[config.mk]
export PLATFORM = sky130hd
export DESIGN_NAME = dram_port_arbiter
export DESIGN_NICKNAME = d
export VERILOG_FILES = /design/src/rtl/dram_port_arbiter.sv
export SDC_FILE = /design/constraint.sdc
export NUM_CORES = 1
export LEC_CHECK = 0
export CAP_MARGIN = 30
export CORE_ASPECT_RATIO = 1.5
export CORE_MARGIN = 4
export CORE_UTILIZATION = 55
export DETAILED_ROUTE_END_ITERATION = 8
export DONT_BUFFER_PORTS = 1
export HOLD_SLACK_MARGIN = 0.12
export PLACE_DENSITY = 0.7
export SYNTH_ARGS = -nofsm -noshare
export SYNTH_HDL_FRONTEND = slang
export SYNTH_SLANG_ARGS = --single-unit
[constraint.sdc]
create_clock -name clk -period 4.1 [get_ports clk]
set_clock_uncertainty 0.2 [all_clocks]
set_input_delay 0.41 -clock clk [delete_from_list [all_inputs] [get_ports clk]]
set_output_delay 0.41 -clock clk [all_outputs]
set_load 0.05 [all_outputs]
[src/rtl/dram_port_arbiter.sv]
// Round-robin, burst-bounded sharing of the single-port image DRAM between the
// processor core (m0) and the image loader (m1); powers the DRAM off once both finish.
module dram_port_arbiter #(
  parameter int AW        = 18,
  parameter int DW        = 9,
  parameter int MAX_BURST = 16
) (
  input  logic          clk,
  input  logic          rst_n,
  input  logic          m0_req,
  input  logic          m0_we,
  input  logic [AW-1:0] m0_addr,
  input  logic [DW-1:0] m0_wdata,
  input  logic          m0_done,
  output logic          m0_gnt,
  output logic          m0_rvalid,
  output logic [DW-1:0] m0_rdata,
  input  logic          m1_req,
  input  logic          m1_we,
  input  logic [AW-1:0] m1_addr,
  input  logic [DW-1:0] m1_wdata,
  input  logic          m1_done,
  output logic          m1_gnt,
  output logic          m1_rvalid,
  output logic [DW-1:0] m1_rdata,
  output logic          dram_write,
  output logic [AW-1:0] dram_addr,
  output logic [DW-1:0] dram_din,
  output logic          dram_off,
  input  logic [DW-1:0] dram_dout
);
  localparam int CW = (MAX_BURST > 1) ? $clog2(MAX_BURST) : 1;
  localparam logic [CW-1:0] LAST_BEAT = CW'(MAX_BURST - 1);

  typedef enum logic [1:0] {
    IDLE     = 2'd0,
    OWN0     = 2'd1,
    OWN1     = 2'd2,
    SHUTDOWN = 2'd3
  } state_t;

  state_t        state_r, state_s;
  logic [CW-1:0] beat_cnt_r, beat_cnt_s;
  logic          rr_ptr_r, rr_ptr_s;
  logic          done0_r, done1_r;
  logic          gnt0_r, gnt1_r;
  logic          off_r, off_s;
  logic          rvalid0_r, rvalid1_r;
  logic [DW-1:0] rdata0_r, rdata1_r;
  logic          beat0_s, beat1_s;
  logic          own_is1_s, own_req_s, oth_req_s, own_beat_s;

  assign beat0_s    = gnt0_r & m0_req;
  assign beat1_s    = gnt1_r & m1_req;
  assign own_is1_s  = (state_r == OWN1);
  assign own_req_s  = own_is1_s ? m1_req : m0_req;
  assign oth_req_s  = own_is1_s ? m0_req : m1_req;
  assign own_beat_s = beat0_s | beat1_s;

  // Ownership decision, burst counting and round-robin pointer update
  always_comb begin
    state_s    = state_r;
    beat_cnt_s = beat_cnt_r;
    rr_ptr_s   = rr_ptr_r;
    off_s      = 1'b0;
    case (state_r)
      IDLE: begin
        if (m0_req && m1_req) begin
          state_s = rr_ptr_r ? OWN1 : OWN0;
        end else if (m0_req) begin
          state_s = OWN0;
        end else if (m1_req) begin
          state_s = OWN1;
        end else if (done0_r && done1_r) begin
          state_s = SHUTDOWN;
          off_s   = 1'b1;
        end else begin
          state_s = IDLE;
        end
      end
      OWN0, OWN1: begin
        // The counter saturates on the last beat so a lone owner keeps the port.
        if (!own_req_s || (own_beat_s && (beat_cnt_r == LAST_BEAT) && oth_req_s)) begin
          state_s    = oth_req_s ? (own_is1_s ? OWN0 : OWN1) : IDLE;
          beat_cnt_s = '0;
          rr_ptr_s   = ~own_is1_s;
        end else if (own_beat_s && (beat_cnt_r != LAST_BEAT)) begin
          beat_cnt_s = beat_cnt_r + CW'(1);
        end else begin
          beat_cnt_s = beat_cnt_r;
        end
      end
      SHUTDOWN: begin
        state_s = SHUTDOWN;
      end
      default: begin
        state_s = IDLE;
      end
    endcase
  end

  // Control state, registered grants, sticky done flags and the off pulse
  always_ff @(posedge clk or negedge rst_n) begin
    if (!rst_n) begin
      state_r    <= IDLE;
      beat_cnt_r <= '0;
      rr_ptr_r   <= 1'b0;
      done0_r    <= 1'b0;
      done1_r    <= 1'b0;
      gnt0_r     <= 1'b0;
      gnt1_r     <= 1'b0;
      off_r      <= 1'b0;
    end else begin
      state_r    <= state_s;
      beat_cnt_r <= beat_cnt_s;
      rr_ptr_r   <= rr_ptr_s;
      done0_r    <= done0_r | m0_done;
      done1_r    <= done1_r | m1_done;
      gnt0_r     <= (state_s == OWN0);
      gnt1_r     <= (state_s == OWN1);
      off_r      <= off_s;
    end
  end

  // Read return: capture DRAM output on each accepted read beat
  always_ff @(posedge clk or negedge rst_n) begin
    if (!rst_n) begin
      rvalid0_r <= 1'b0;
      rvalid1_r <= 1'b0;
      rdata0_r  <= '0;
      rdata1_r  <= '0;
    end else begin
      rvalid0_r <= beat0_s & ~m0_we;
      rvalid1_r <= beat1_s & ~m1_we;
      if (beat0_s && !m0_we) rdata0_r <= dram_dout;
      if (beat1_s && !m1_we) rdata1_r <= dram_dout;
    end
  end

  // DRAM port mux on the current owner
  always_comb begin
    dram_addr  = '0;
    dram_din   = '0;
    dram_write = 1'b0;
    if (gnt0_r) begin
      dram_addr  = m0_addr;
      dram_din   = m0_wdata;
      dram_write = beat0_s & m0_we;
    end else if (gnt1_r) begin
      dram_addr  = m1_addr;
      dram_din   = m1_wdata;
      dram_write = beat1_s & m1_we;
    end else begin
      dram_addr  = '0;
      dram_din   = '0;
      dram_write = 1'b0;
    end
  end

  assign m0_gnt    = gnt0_r;
  assign m1_gnt    = gnt1_r;
  assign m0_rvalid = rvalid0_r;
  assign m1_rvalid = rvalid1_r;
  assign m0_rdata  = rdata0_r;
  assign m1_rdata  = rdata1_r;
  assign dram_off  = off_r;

endmodule

==> results.sh, run 1 <==
export IMPL_drv_cap=0
export IMPL_comb_power_share=0.420
export IMPL_fp_dieH_um=78.63
export IMPL_core_area_sq_mm=0.003191
export IMPL_via_count=1574
export IMPL_required_ns=3.49
export IMPL_period_share=0.6817
export IMPL_cp_max_fo=31
export IMPL_max_freq_ghz=0.3578
export IMPL_drc=0
export IMPL_grt_pass1_wl_um=7569
export IMPL_yosys_top_cells_area="dfrtp_1 (44%), a22o_1 (13%), nand2_1 (12%)"
export IMPL_cp_cell_sequence="buf_4, nor2b_1, buf_4, a22o_1"
export IMPL_ys_ff_latch=32
export IMPL_gp_congestion=0.8124
export IMPL_hpwlAfterDp_um=3834
export IMPL_n_antenna_cell=0
export IMPL_critPathMostFrequentCell="buf_4"
export IMPL_numPortBuffers=0
export IMPL_drtIter0Drc=52
export IMPL_switching_share=0.5821
export IMPL_tritoncts="built"
export IMPL_crit_path_max_incr_delay_ns=0.63
export IMPL_rsz0062_at_grt="no"
export IMPL_grt_usage=0.2345
export IMPL_worst_pin_slew_ns=1.014
export IMPL_htreeDepth=2
export IMPL_drive_above_1_share=0.1190
export IMPL_dr_wl_met3_um=639
export IMPL_root_buffer="clkbuf_8"
export IMPL_synth_warning_count=0
export IMPL_clockBufferDepth=2
export IMPL_finalSetupViolations=0
export IMPL_placement_rows=25
export IMPL_net_switching_power_uw=1174
export IMPL_pin_count=122
export IMPL_syn_to_final_growth_pct=15.18
export IMPL_yosysTopAreaCell="dfrtp_1"
export IMPL_synth_cell_type_count=45
export IMPL_period_minus_slack_ns=2.795
export IMPL_cp_num_buf_inv=2
export IMPL_layout_cells_non_filler=250
export IMPL_power_frac_clock=0.149
export IMPL_yosys_area_top_type_share=0.4378
export IMPL_cp_top_family="flip-flops"
export IMPL_wirelength_um=5196
export IMPL_grt_pass1_vias=1594
export IMPL_p_leak_uw=0.001006
export IMPL_min_delay_start="m0_req"
export IMPL_path_clk_slew_ns=0.07
export IMPL_cts_buffers_inserted=5
export IMPL_final_max_slew_viol_count=0
export IMPL_firstDrtPassIters=4
export IMPL_synthesis_area_sq_mm=0.001829
export IMPL_p_seq_frac=0.431
export IMPL_syn_inst=195
export IMPL_start_kind="flop"
export IMPL_hp_class="in -> reg"
export IMPL_ir_drop_v=0.0007079
export IMPL_crit_type="reg -> out"
export IMPL_p_per_area_mw_per_mm2=957.0
export IMPL_power_internal_uw=842.8
export IMPL_start_util=0.5733
export IMPL_synth_nets=270
export IMPL_antenna_found_initial=0
export IMPL_tns_ns=0
export IMPL_top_layer_used="met4"
export IMPL_cts_sinks=32
export IMPL_worstPathArrival_ns=2.18
export IMPL_fp_dieArea_sq_mm=0.004331
export IMPL_wl_met1_um=1913
export IMPL_dp_cells=227
export IMPL_die_w_um=55.09
export IMPL_clk_latency_ns=0.28
export IMPL_nNetsFinal=284
export IMPL_slew_headroom=0.3194
export IMPL_final_hold_viol_count=0
export IMPL_synth_avg_cell_area_sq_um=9.381
export IMPL_r2r_start="state_r[0]$_DFF_PN0_"
export IMPL_crit_path_top_delay_cell="dfrtp_1"
export IMPL_vias_per_cell=6.296
export IMPL_yosysSeqAreaShare=0.4378
export IMPL_status="finished clean"
export IMPL_route_met2_wl_um=2628
export IMPL_overflow=0
export IMPL_wl_per_cell_um=20.78
export IMPL_ant_nets=0
export IMPL_grt_max_degree=33
export IMPL_worstSetupEndpointType="output pin"
export IMPL_startpoint="m0_gnt$_DFF_PN0_"
[layer usage]
metal	track usage	up-vias
li1	-	727
met1	0.2878	758
met2	0.3649	87
met3	0.1101	2
met4	0.05839	0
met5	0	-
[layout make-up]
cell class                      count  area [sq um]
Fill cell                         265          1084
Timing Repair Buffer               17         175.2
Tap cell                           40         50.05
Clock buffer                        5         68.82
Inverter                            8         30.03
Sequential cell                    32         800.8
Clock inverter                      3         42.54
Multi-Input combinational cell    145         939.7
[cells in the mapped netlist (all sizes together)]
library cell / n
a211oi: 2
a21boi: 1
a21oi: 4
a22o: 28
a22oi: 1
a31oi: 1
a32oi: 1
a41o: 1
a41oi: 1
and2: 1
and3: 3
buf: 8
clkbuf: 2
clkinv: 2
dfrtp: 32
ha: 4
inv: 6
mux2: 1
mux2i: 1
nand2: 59
nand2b: 1
nand3: 4
nand3b: 2
nand4: 2
nand4b: 1
nor2: 2
nor2b: 2
nor3: 1
nor4: 2
o211ai: 1
o21a: 1
o21ai: 8
o21ba: 1
o22ai: 1
o311ai: 1
o31ai: 3
or2: 2
or3b: 1
[flip-flops by register name (all words and copies together), names as in the netlist]
name / cells
beat_cnt_r: 4
done0_r: 1
done1_r: 1
dram_off: 1
m0_gnt: 1
m0_rdata: 9
m0_rvalid: 1
m1_gnt: 1
m1_rdata: 9
m1_rvalid: 1
rr_ptr_r: 1
state_r: 2
[worst paths after layout]
| kind | endpoint | slack, ns | cells past startpoint |
|---|---|---|---|
| setup / recovery | dram_addr[3] | 1.31 | 4 |
| hold / removal | state_r[1]$_DFF_PN0_ | 0.18 | 3 |
| setup reg to reg | m0_gnt$_DFF_PN0_ | 1.94 | 6 |
| hold reg to reg | done0_r$_DFF_PN0_ | 0.27 | 1 |
| max in group asynchronous | dram_off$_DFF_PN0_ | 3.17 | 2 |
| min in group asynchronous | beat_cnt_r[2]$_DFFE_PN0P_ | 0.36 | 2 |
[power groups by stage]
| stage | combinational, uW | sequential (uW) | clock (uW) |
|---|---|---|---|
| floorplan | 744 | 837 | 0 |
| global placement | 794 | 871 | 0 |
| detailed placement | 821 | 873 | 0 |
| CTS | 844 | 870 | 306 |
| global route | 905 | 884 | 322 |
| finish | 846 | 869 | 301 |
[worst min-delay path, stage by stage]
cell and delay [ns]:
inv_1 0.03, nand2_1 0.07, a32oi_1 0.10
[cell families after synthesis]
kind of cell	share of synthesized area
and+or+nand+nor	0.2086
buffers and inverters	0.04856
AOI/OAI and AO/OA	0.2661
DFF	0.4378
muxes	0.01163
adders and majority gates	0.02736
[what timing repair did]
action | CTS | global route
gates resized for setup | 0 | 0
buffers inserted | 0 | 0
hold buffers | 15 | 0
endpoints found under the hold margin | 53 | 0
[stage by stage]
step | hold slack (ns) | cell area (sq um) | total power [uW] | setup slack, ns | util
2_1_floorplan | -0.08559 | 1829 | 1581 | 1.377 | -
3_3_place_gp | -0.08477 | 1836 | 1665 | 1.678 | 0.5753
3_5_place_dp | -0.08469 | 1836 | 1694 | 1.619 | 0.5753
4_1_cts | 0.1675 | 2107 | 2019 | 1.295 | 0.6604
5_1_grt | 0.1754 | 2107 | 2111 | 1.205 | 0.6604
6_report | 0.1781 | 2107 | 2016 | 1.305 | 0.6604
[cell usage in the layout (no fill, tap or decap), types with 2 or more instances in the layout]
cell           netlist  routed
a21oi_1              4       4
a22o_1              27      27
and3_1               3       3
buf_4                0       2
clkbuf_8             0       5
clkinv_1             2       2
dfrtp_1             32      32
dlygate4sd3_1        0      14
ha_1                 4       4
inv_1                6       6
nand2_1             59      59
nand3_1              4       4
nand3b_2             2       2
nand4_1              2       2
nor2_1               2       2
nor2b_1              2       2
o21ai_0              6       4
o21ai_1              2       4
o31ai_1              2       2
or2_2                2       2
Power figures use the tool's default switching activity.
==> run 2, diff against run 1 <==
--- a/config.mk
+++ b/config.mk
@@ -12,7 +12,7 @@
 export DETAILED_ROUTE_END_ITERATION = 8
 export DONT_BUFFER_PORTS = 1
 export HOLD_SLACK_MARGIN = 0.12
-export PLACE_DENSITY = 0.7
+export PLACE_DENSITY = 0.73
 export SYNTH_ARGS = -nofsm -noshare
 export SYNTH_HDL_FRONTEND = slang
 export SYNTH_SLANG_ARGS = --single-unit
==> constraint.sdc (replaced) <==
create_clock -name clk -period 2.4 [get_ports clk]
set_clock_uncertainty 0.2 [all_clocks]
set_input_delay 0.24 -clock clk [delete_from_list [all_inputs] [get_ports clk]]
set_output_delay 0.24 -clock clk [all_outputs]
set_load 0.05 [all_outputs]
==> results.sh, run 2 (same netlist as run 1, synthesis figures left out) <==
export IMPL_cp_cell_sequence="inv_1, ha_2, mux2i_2, a41oi_2, o21ai_0, o31ai_1"
export IMPL_numPortBuffers=0
export IMPL_worst_pin_slew_ns=0.5090
export IMPL_utilization=0.8290
export IMPL_fp_dieH_um=78.63
export IMPL_period_minus_slack_ns=2.199
export IMPL_n_antenna_cell=0
export IMPL_root_buffer="clkbuf_8"
export IMPL_grt_use_met1=0.3333
export IMPL_crit_path_top_delay_cell="dfrtp_1"
export IMPL_pin_count=122
export IMPL_core_area_sq_mm=0.003191
export IMPL_fillers=174
export IMPL_overflow=0
export IMPL_start_util=0.5733
export IMPL_required_ns=2.34
export IMPL_wirelength_um=6473
export IMPL_via_count=1814
export IMPL_fp_dieArea_sq_mm=0.004331
export IMPL_crit_path_max_incr_delay_ns=0.46
export IMPL_register_area_sq_um=800.8
export IMPL_ant_nets=0
export IMPL_place_ws_ns=0.2466
export IMPL_multi_input_area_sq_um=945.9
export IMPL_met2_usage=0.5450
export IMPL_die_w_um=55.09
export IMPL_wl_per_cell_um=23.12
export IMPL_syn_to_final_growth_pct=44.60
export IMPL_drc=0
export IMPL_p_leak_uw=0.001238
export IMPL_cp_max_fo=8
export IMPL_layout_cells_non_filler=280
export IMPL_final_cell_mix="nand2_1 (59), dfrtp_1 (32), a22o_1 (27), buf_12 (27), dlygate4sd3_1 (15)"
export IMPL_tritoncts="built"
export IMPL_grtUsageMet3=0.08349
export IMPL_grt_usage=0.3110
export IMPL_clockBufferDepth=2
export IMPL_clk_latency_ns=0.28
export IMPL_drive_above_1_share=0.2250
export IMPL_drv_cap=0
export IMPL_max_freq_ghz=0.4548
export IMPL_net_switching_power_uw=2175
export IMPL_grt_busiest_layer="met2"
export IMPL_path_clk_slew_ns=0.07
export IMPL_power_internal_uw=1897
export IMPL_worstPathArrival_ns=2.14
export IMPL_htreeDepth=2
export IMPL_placement_rows=25
export IMPL_finalSetupViolations=0
export IMPL_final_max_slew_viol_count=0
export IMPL_p_total_uw=4071
export IMPL_firstDrtPassIters=4
export IMPL_dp_cells=256
export IMPL_switching_share=0.5341
export IMPL_drtIter0Drc=110
export IMPL_grt_pass1_vias=1913
export IMPL_ir_drop_v=0.001167
export IMPL_grt_pass1_wl_um=9646
export IMPL_grt_max_degree=33
export IMPL_hp_class="in -> reg"
export IMPL_vias_per_cell=6.479
export IMPL_layout_commonest_cell="nand2_1"
export IMPL_power_frac_clock=0.103
export IMPL_final_hold_viol_count=0
export IMPL_comb_power_share=0.538
export IMPL_rsz0062_at_grt="no"
export IMPL_hpwlAfterDp_um=4591
export IMPL_cts_buffers_inserted=5
export IMPL_start_kind="flop"
export IMPL_worst_slack_ns=0.2013
export IMPL_status="finished clean"
export IMPL_period_share=0.9161
export IMPL_slew_headroom=0.6607
export IMPL_p_seq_frac=0.359
export IMPL_gp_congestion=0.9243
export IMPL_cts_sinks=32
export IMPL_worstSetupEndpointType="flop"
export IMPL_antenna_found_initial=0
export IMPL_crit_type="reg -> reg"
export IMPL_p_per_area_mw_per_mm2=1539
export IMPL_nNetsFinal=314
run 2: cell types whose count changed in the layout (fill, tap and decap cells not counted), sizes merged:
cell / before / now
bufinv: 1 / 0
clkinv: 3 / 2
buf: 3 / 32
dlygate4sd3: 14 / 15
clkinvlp: 1 / 0
clkbuf: 5 / 8
run 2: critical path: cells and delay by family (launching register included):
family,cells,cell delay [ns]
adders and majority gates,1,0.30
DFF,1,0.46
muxes,1,0.39
AOI/OAI and AO/OA,3,0.59
buffers and inverters,1,0.12
run 2: per-layer routing:
metal,share of wire,vias to the layer above
li1,-,788
met1,0.33,885
met2,0.54,119
met3,0.098,22
met4,0.038,0
met5,0,-
run 2: layout make-up:
| cell class | count | share of cell area |
|---|---|---|
| Inverter | 8 | 0.01135 |
| Timing Repair Buffer | 47 | 0.2753 |
| Sequential cell | 32 | 0.3027 |
| Clock buffer | 8 | 0.03406 |
| Multi-Input combinational cell | 145 | 0.3576 |
| Tap cell | 40 | 0.01892 |
run 2: path summary, 6_finish.rpt:
check                           cells past startpoint                      end  slack (ns)                 start
worst max-delay path                                6     rr_ptr_r$_DFFE_PN0P_        0.20  state_r[0]$_DFF_PN0_
worst min-delay path                                4     state_r[1]$_DFF_PN0_        0.12                m1_req
worst max register to register                      6     rr_ptr_r$_DFFE_PN0P_        0.20  state_r[0]$_DFF_PN0_
worst min register to register                      1        done1_r$_DFF_PN0_        0.27     done1_r$_DFF_PN0_
max in group asynchronous                           2  m0_rdata[1]$_DFFE_PN0P_        1.62                 rst_n
min in group asynchronous                           2  m1_rdata[8]$_DFFE_PN0P_        0.21                 rst_n
run 2: power groups by stage:
| stage | Clock [uW] | Sequential (uW) | Combinational [uW] |
|---|---|---|---|
| finish | 420 | 1460 | 2190 |
| global route | 453 | 1480 | 2300 |
| CTS | 416 | 1460 | 2160 |
| detailed placement | 0 | 1460 | 2100 |
| global placement | 0 | 1450 | 2030 |
| floorplan | 0 | 1430 | 1270 |
run 2: stage by stage:
step	instance area (sq um)	TNS [ns]	hold slack, ns
2_1_floorplan	1829	-0.3067	-0.2556
3_3_place_gp	2379	0	-0.2548
3_5_place_dp	2379	0	-0.2549
4_1_cts	2639	0	0.1212
5_1_grt	2645	0	0.1392
6_report	2645	0	0.1167
run 2: repair_timing:
action                                  4_1_cts  5_1_grt
resized for setup                             0        2
hold buffers                                 16        0
endpoints found under the hold margin        59        0
endpoints found under the setup margin        0        1
setup buffers                                 0        0
==> run 3, diff against run 2 <==
--- a/config.mk
+++ b/config.mk
@@ -5,14 +5,13 @@
 export SDC_FILE = /design/constraint.sdc
 export NUM_CORES = 1
 export LEC_CHECK = 0
-export CAP_MARGIN = 30
+export CAP_MARGIN = 20
 export CORE_ASPECT_RATIO = 1.5
 export CORE_MARGIN = 4
-export CORE_UTILIZATION = 55
+export CORE_UTILIZATION = 30
 export DETAILED_ROUTE_END_ITERATION = 8
 export DONT_BUFFER_PORTS = 1
 export HOLD_SLACK_MARGIN = 0.12
-export PLACE_DENSITY = 0.73
 export SYNTH_ARGS = -nofsm -noshare
 export SYNTH_HDL_FRONTEND = slang
 export SYNTH_SLANG_ARGS = --single-unit
==> results.sh, run 3 (same netlist as run 1, synthesis figures left out) <==
export IMPL_crit_type="reg -> out"
export IMPL_crit_path_top_delay_cell="dfrtp_1"
export IMPL_utilization=0.4642
export IMPL_start_util=0.3116
export IMPL_register_area_sq_um=800.8
export IMPL_wirelength_um=5523
export IMPL_drv_cap=0
export IMPL_final_hold_viol_count=0
export IMPL_numPortBuffers=0
export IMPL_firstDrtPassIters=4
export IMPL_slew_headroom=0.6678
export IMPL_finalSetupViolations=0
export IMPL_drtIter0Drc=46
export IMPL_grt_pass1_wl_um=8480
export IMPL_path_clk_slew_ns=0.07
export IMPL_rsz0062_at_grt="no"
export IMPL_grt_max_degree=33
export IMPL_worst_slack_ns=0.2513
export IMPL_drc=0
export IMPL_status="finished clean"
export IMPL_place_ws_ns=0.2939
export IMPL_n_antenna_cell=0
export IMPL_tns_ns=0
export IMPL_vias_per_cell=5.465
export IMPL_drive_above_1_share=0.2314
export IMPL_fp_dieArea_sq_mm=0.007436
export IMPL_worstSetupEndpointType="output pin"
export IMPL_die_w_um=71.76
export IMPL_fp_dieH_um=103.6
export IMPL_core_area_sq_mm=0.005871
export IMPL_htreeDepth=2
export IMPL_pin_count=122
export IMPL_start_kind="flop"
export IMPL_crit_path_max_incr_delay_ns=0.47
export IMPL_syn_to_final_growth_pct=48.97
export IMPL_cp_num_buf_inv=2
export IMPL_whs_ns=0.1385
export IMPL_antenna_found_initial=0
export IMPL_max_freq_ghz=0.4654
export IMPL_cp_max_fo=16
export IMPL_grt_usage=0.1450
export IMPL_clockBufferDepth=2
export IMPL_dp_cells=289
export IMPL_layout_commonest_cell="nand2_1"
export IMPL_final_max_slew_viol_count=0
export IMPL_via_count=1716
export IMPL_layout_cells_non_filler=314
export IMPL_ir_drop_v=0.0006686
export IMPL_placement_rows=34
export IMPL_grt_pass1_vias=1718
export IMPL_worstPathArrival_ns=1.71
export IMPL_p_per_area_mw_per_mm2=1499
export IMPL_hpwlAfterDp_um=4170
export IMPL_fillers=535
export IMPL_cp_cell_sequence="nor2b_4, buf_4, a22o_1, buf_12"
export IMPL_required_ns=1.96
export IMPL_ant_nets=0
export IMPL_cts_sinks=32
export IMPL_root_buffer="clkbuf_8"
export IMPL_multi_input_area_sq_um=947.2
export IMPL_cts_buffers_inserted=5
export IMPL_gp_congestion=0.8433
export IMPL_postCtsSetupBuffers=0
export IMPL_period_share=0.8953
export IMPL_period_minus_slack_ns=2.149
export IMPL_cp_top_family="flip-flops"
export IMPL_clk_latency_ns=0.28
export IMPL_hp_class="in -> reg"
export IMPL_wl_per_cell_um=17.59
export IMPL_nNetsFinal=316
export IMPL_p_leak_uw=0.001259
export IMPL_tritoncts="built"
export IMPL_final_cell_mix="nand2_1 (59), dfrtp_1 (32), a22o_1 (27), buf_12 (27), dlygate4sd3_1 (16)"
export IMPL_overflow=0
export IMPL_worst_pin_slew_ns=0.4983
## run 3: what timing repair did
action / CTS / global route
gates resized for setup: 0 / 1
setup endpoints to repair: 0 / 8
endpoints found under the hold margin: 60 / 0
hold buffers: 17 / 0
## run 3: report_power, final
group          internal (uW)  leakage (uW)  switching (uW)  total [uW]
combinational            941      0.000804            1210        2150
clock                    307     0.0000541             197         504
sequential               729      0.000401             702        1430
## run 3: final cells by class
type | instances | share of cell area
multi-input cells | 145 | 0.3476
flip-flops and latches | 32 | 0.2938
repair buffers | 49 | 0.2736
well taps | 72 | 0.03306
clock buffers | 5 | 0.02525
clock inverters | 3 | 0.01561
inverters | 8 | 0.01102
## run 3: path summary, 6_finish.rpt
| check | to | startpoint | depth (start not counted) | slack (ns) |
|---|---|---|---|---|
| min in group asynchronous | m1_rdata[6]$_DFFE_PN0P_ | rst_n | 2 | 0.20 |
| min | m0_gnt$_DFF_PN0_ | m0_req | 3 | 0.14 |
| max reg2reg | m0_gnt$_DFF_PN0_ | state_r[1]$_DFF_PN0_ | 6 | 0.26 |
| max | dram_addr[5] | m1_gnt$_DFF_PN0_ | 4 | 0.25 |
| max in group asynchronous | beat_cnt_r[3]$_DFFE_PN0P_ | rst_n | 2 | 1.62 |
| min reg2reg | done0_r$_DFF_PN0_ | done0_r$_DFF_PN0_ | 1 | 0.27 |
## run 3: routing by layer
layer,up-vias,routed length (um),GRT usage
met3,9,557,0.04360
li1,794,-,-
met1,815,1888,0.1482
met2,98,2972,0.2638
met5,-,0,0
met4,0,105,0.06183
## run 3: worst register-to-register path, stage by stage (launching register included)
cell      delay (ns)
dfrtp_1         0.47
inv_1           0.08
ha_1            0.43
inv_1           0.15
o31ai_2         0.25
o311ai_2        0.18
a41o_1          0.27
## run 3: per-stage QoR
stage,instance area (sq um),total power (uW)
6_report,2725,4084
5_1_grt,2725,4288
4_1_cts,2720,4114
3_5_place_dp,2429,3555
3_3_place_gp,2429,3522
2_1_floorplan,1829,2701
==> patch 1 (config.mk and constraints of run 1) <==
Set the parameter `AW` to 9 (it was 18).
--- a/src/rtl/dram_port_arbiter.sv
+++ b/src/rtl/dram_port_arbiter.sv
@@ -1,7 +1,7 @@
 // Round-robin, burst-bounded sharing of the single-port image DRAM between the
 // processor core (m0) and the image loader (m1); powers the DRAM off once both finish.
 module dram_port_arbiter #(
-  parameter int AW        = 18,
+  parameter int AW        = 9,
   parameter int DW        = 9,
   parameter int MAX_BURST = 16
 ) (
Interface: changed (resized dram_addr, m0_addr and m1_addr); port bits go from 122 to 95. No check against the original RTL was run, so the function may have changed too.
==> patch 1 against run 1 <==
  * Count of clock-buffer cells in the layout increased by 2
  * Design area decreased by 4.9%
  * Utilization increased by 1.4 points
  * Power decreased by 10%
  * Synthesized area decreased by 4.8%
  * Die area decreased by 4.2%
  * Critical path type unchanged
  * Wire length decreased by 17%
  * Sequential cell count unchanged
  * Combinational power decreased by 16%
  * Setup slack got worse by 350 ps
==> patch 1: results (changes against run 1) <==
| Step | Parameter | Value | Change |
| --- | --- | --- | --- |
| synthesis | Synthesis warning total | 0 | unchanged |
| global route | Met2 demand-to-capacity share in global routing | 37.26% | +0.76 points |
| power | Power dissipated in the clock network | 257 uW | -15% |
| power | Largest vdd supply drop | 0.0006148 V | -13% |
| setup path | Maximum fanout along the worst path | 17 | -45% |
| place | Standard cell area after detailed placement | 0.001748 sq mm | -4.8% |
| drt | DRC violation total after the first TritonRoute iteration | 21 | -60% |
| drt | Met2 WL | 2.292 mm | -13% |
| clock tree | Register clock-pin slew on the reported worst setup and hold paths | 60 ps |  |
| power | Leakage dissipation | 0.0009639 uW | -4.2% |
| drt | Routed length per placed instance | 18.07 um | -13% |
| drt | Via count | 1481 | -5.9% |
| global route | Global-route wire length before repair | 6.886 mm | -9.0% |
| place | Final weighted congestion in routability-driven placement | 0.8965 | +10% |
| synthesis | Portion of netlist area occupied by mux cells | 1.221% | +0.058 points |
| power | Switching share of power | 56.53% | -1.7 points |
| sta | Minimum hold slack | 180.9 ps | +2.808 ps |
| synthesis | Arithmetic-cell share of the synthesized area counting full adders, half adders and majority gates | 2.874% | +0.14 points |
| synthesis | Average instance area after synthesis | 9.466 sq um | +0.90% |
| synthesis | Cell types occupying the most area after synthesis | sky130_fd_sc_hd__dfrtp_1 46%, sky130_fd_sc_hd__nand2_1 13%, sky130_fd_sc_hd__a22o_1 9.1% |  |
| cells and area | Total number of nets in the final design | 256 | -9.9% |
| place | Pre-CTS WS | 1274 ps | -345.3 ps |
| cells and area | Fraction of layout instances using a drive strength above 1 | 11.56% | -0.35 points |
| cells and area | Post-route non-filler standard cell count | 238 | -4.8% |
| global route | Overall track demand over capacity in global routing | 22.73% | -0.72 points |
| place | Instance count after placement with tap cells included | 216 | -4.8% |
| power | P_comb | 708 uW | -16% |
| synthesis | Sequential fraction of the synthesis area | 45.98% | +2.2 points |
| setup path | Arr. time, crit path | 2540 ps | +360 ps |
| global route | Met1 demand-to-capacity share in global routing | 26.25% | -2.5 points |
| run status | Run status | finished clean |  |
| place | Final HPWL DP | 3.171 mm | -17% |
| drt | Routed length on met1 | 1.502 mm | -21% |
| synthesis | Async set or reset register ratio after synthesis | 100.0% | unchanged |
| synthesis | Net count after synthesis | 241 | -11% |
| global route | Vias in the first global route | 1417 | -11% |
| power | Total chip power | 1814 uW | -10% |
| setup path | Register-to-Register Setup Slack | 1890 ps | -50 ps |
| synthesis | Complex-gate fraction of the synthesized area | 23.42% | -3.2 points |
| synthesis | Post-synthesis cell type count | 44 | -2.2% |
| drt | Total iterations of the first detailed-routing run | 4 | unchanged |
[patch 1: how the worst max path moves through the flow]
stage          startpoint            to  slack [ps]
2_1_floorplan      m0_gnt  dram_addr[5]        1380
3_3_place_gp       m1_gnt  dram_addr[8]        1380
3_5_place_dp       m1_gnt   dram_din[7]        1270
4_1_cts            m1_gnt   dram_din[7]         980
5_1_grt            m1_gnt   dram_din[7]         780
6_report           m1_gnt   dram_din[7]         950
[patch 1: final cells by class]
class,instances,area (sq um)
fill,228,968.4
multi-input combinational,136,860.8
sequential,32,800.8
timing repair buffer,16,167.7
clock buffer,7,96.34
tap,39,48.80
inverter,8,30.03
[patch 1: cells by family after synthesis]
family / count (synthesis)
DFF: 32
AOI/OAI and AO/OA: 47
buffers and inverters: 16
and+or+nand+nor: 83
adders and majority gates: 4
muxes: 2
[patch 1: critical path, stage by stage (launching register included)]
cell                      delay (ps)
sky130_fd_sc_hd__dfrtp_1         780
sky130_fd_sc_hd__nor2b_1         900
sky130_fd_sc_hd__a22o_1          580
==> patch 2 (config.mk and constraints of run 1) <==
Made on the original files. Encoding of `state_t`: now Gray code (2 bits for 4 states).
--- a/src/rtl/dram_port_arbiter.sv
+++ b/src/rtl/dram_port_arbiter.sv
@@ -33,10 +33,10 @@
   localparam logic [CW-1:0] LAST_BEAT = CW'(MAX_BURST - 1);
 
   typedef enum logic [1:0] {
-    IDLE     = 2'd0,
-    OWN0     = 2'd1,
-    OWN1     = 2'd2,
-    SHUTDOWN = 2'd3
+    IDLE     = 2'b00,
+    OWN0     = 2'b01,
+    OWN1     = 2'b11,
+    SHUTDOWN = 2'b10
   } state_t;
 
   state_t        state_r, state_s;
Check against the original RTL: no difference found for any inputs over 10 cycles, from zero or initial values and one cycle with rst_n low; not proved beyond that.
==> patch 2 against run 1 <==
  * Design area decreased by 7.8%
  * Sequential cell count unchanged
  * Wire length decreased by 5.9%
  * Setup slack improved by 110 ps
  * Cell count decreased by 5.2%
  * Register-to-register slack got worse by 490 ps
  * Synthesized area decreased by 7.9%
  * Sequential share of layout area increased by 3.2 points
  * Critical endpoint is now dram_din[6]
Power is not compared: it rests on default switching activity, and its combinational part moved more than twofold at a synthesized area within 25%.
==> patch 2: results (changes against run 1) <==
| Step | Parameter | Value | Change |
| --- | --- | --- | --- |
| drt | Routed length on met1 | 1.790 mm | -6.4% |
| place | Instance count after placement with tap cells included | 214 | -5.7% |
| cells and area | Multi-Input Combinational | 138 | -4.8% |
| cells and area | Post-route non-filler standard cell count | 237 | -5.2% |
| cells and area | Flip-flop and latch share of the layout cell area | 41.21% | +3.2 points |
| drt | Vias per inst | 6.051 | -3.9% |
| place | Standard cell area after detailed placement | 0.001695 sq mm | -7.6% |
| die | Core ar. | 0.002913 sq mm | -8.7% |
| synthesis | Arithmetic-cell share of the synthesized area counting full adders, half adders and majority gates | 0.7424% | -2.0 points |
| drt | Met3 routed wirelength | 651 um | +1.9% |
| place | Final HPWL DP | 3.705 mm | -3.4% |
| global route | Met1 demand-to-capacity share in global routing | 27.05% | -1.7 points |
| place | Final weighted congestion in routability-driven placement | 0.7152 | -12% |
| synthesis | Complex-gate fraction of the synthesized area | 20.86% | -5.7 points |
| run status | Run status | finished clean |  |
| cells and area | Non-Clock Buffer Count | 18 | +1 |
| place | Pre-CTS WS | 1727 ps | +107.9 ps |
| cells and area | Fraction of standard cell area in multi-input logic | 42.18% | -2.4 points |
| global route | Met2 demand-to-capacity share in global routing | 40.79% | +4.3 points |
| global route | Global-route wire length before repair | 6.920 mm | -8.6% |
| synthesis | Cell types occupying the most area after synthesis | sky130_fd_sc_hd__dfrtp_1 48%, sky130_fd_sc_hd__a22o_1 14%, sky130_fd_sc_hd__nand2_1 14% |  |
| synthesis | Area share of xor/xnor cells in the synthesized design | 1.559% | +1.6 points |
| global route | Vias in the first global route | 1378 | -14% |
| synthesis | Sequential fraction of the synthesis area | 47.51% | +3.7 points |
| cells and area | Fraction of layout instances using a drive strength above 1 | 9.596% | -2.3 points |
[patch 2: changes by cell type after synthesis, sizes merged, moves of 3 or more]
cell   delta
xnor2     +3
nor2      +5
nand2     +3
ha        -3
inv       -5
a21oi     +3
o21ai     -3
o31ai     -3
[patch 2: tightest hold or removal path, cell delays in order]
cell,delay [ps]
sky130_fd_sc_hd__a21oi_1,40
sky130_fd_sc_hd__o21ai_0,160
sky130_fd_sc_hd__a21oi_1,50
[patch 2: path summary, 6_finish.rpt]
path | start | to | slack (ps) | depth (start not counted)
worst max-delay path | m0_gnt | dram_din[6] | 1410 | 2
worst min-delay path | m1_req | m0_gnt | 200 | 3
worst max register to register | m0_gnt | m1_gnt | 1450 | 5
worst min register to register | done1_r | done1_r | 270 | 1
max in group asynchronous | rst_n | done1_r | 3160 | 2
min in group asynchronous | rst_n | beat_cnt_r[1] | 380 | 2
[patch 2: what timing repair did]
action,4_1_cts,5_1_grt
endpoints found under the hold margin,58,0
hold buffers,16,0
gates resized for setup,0,0
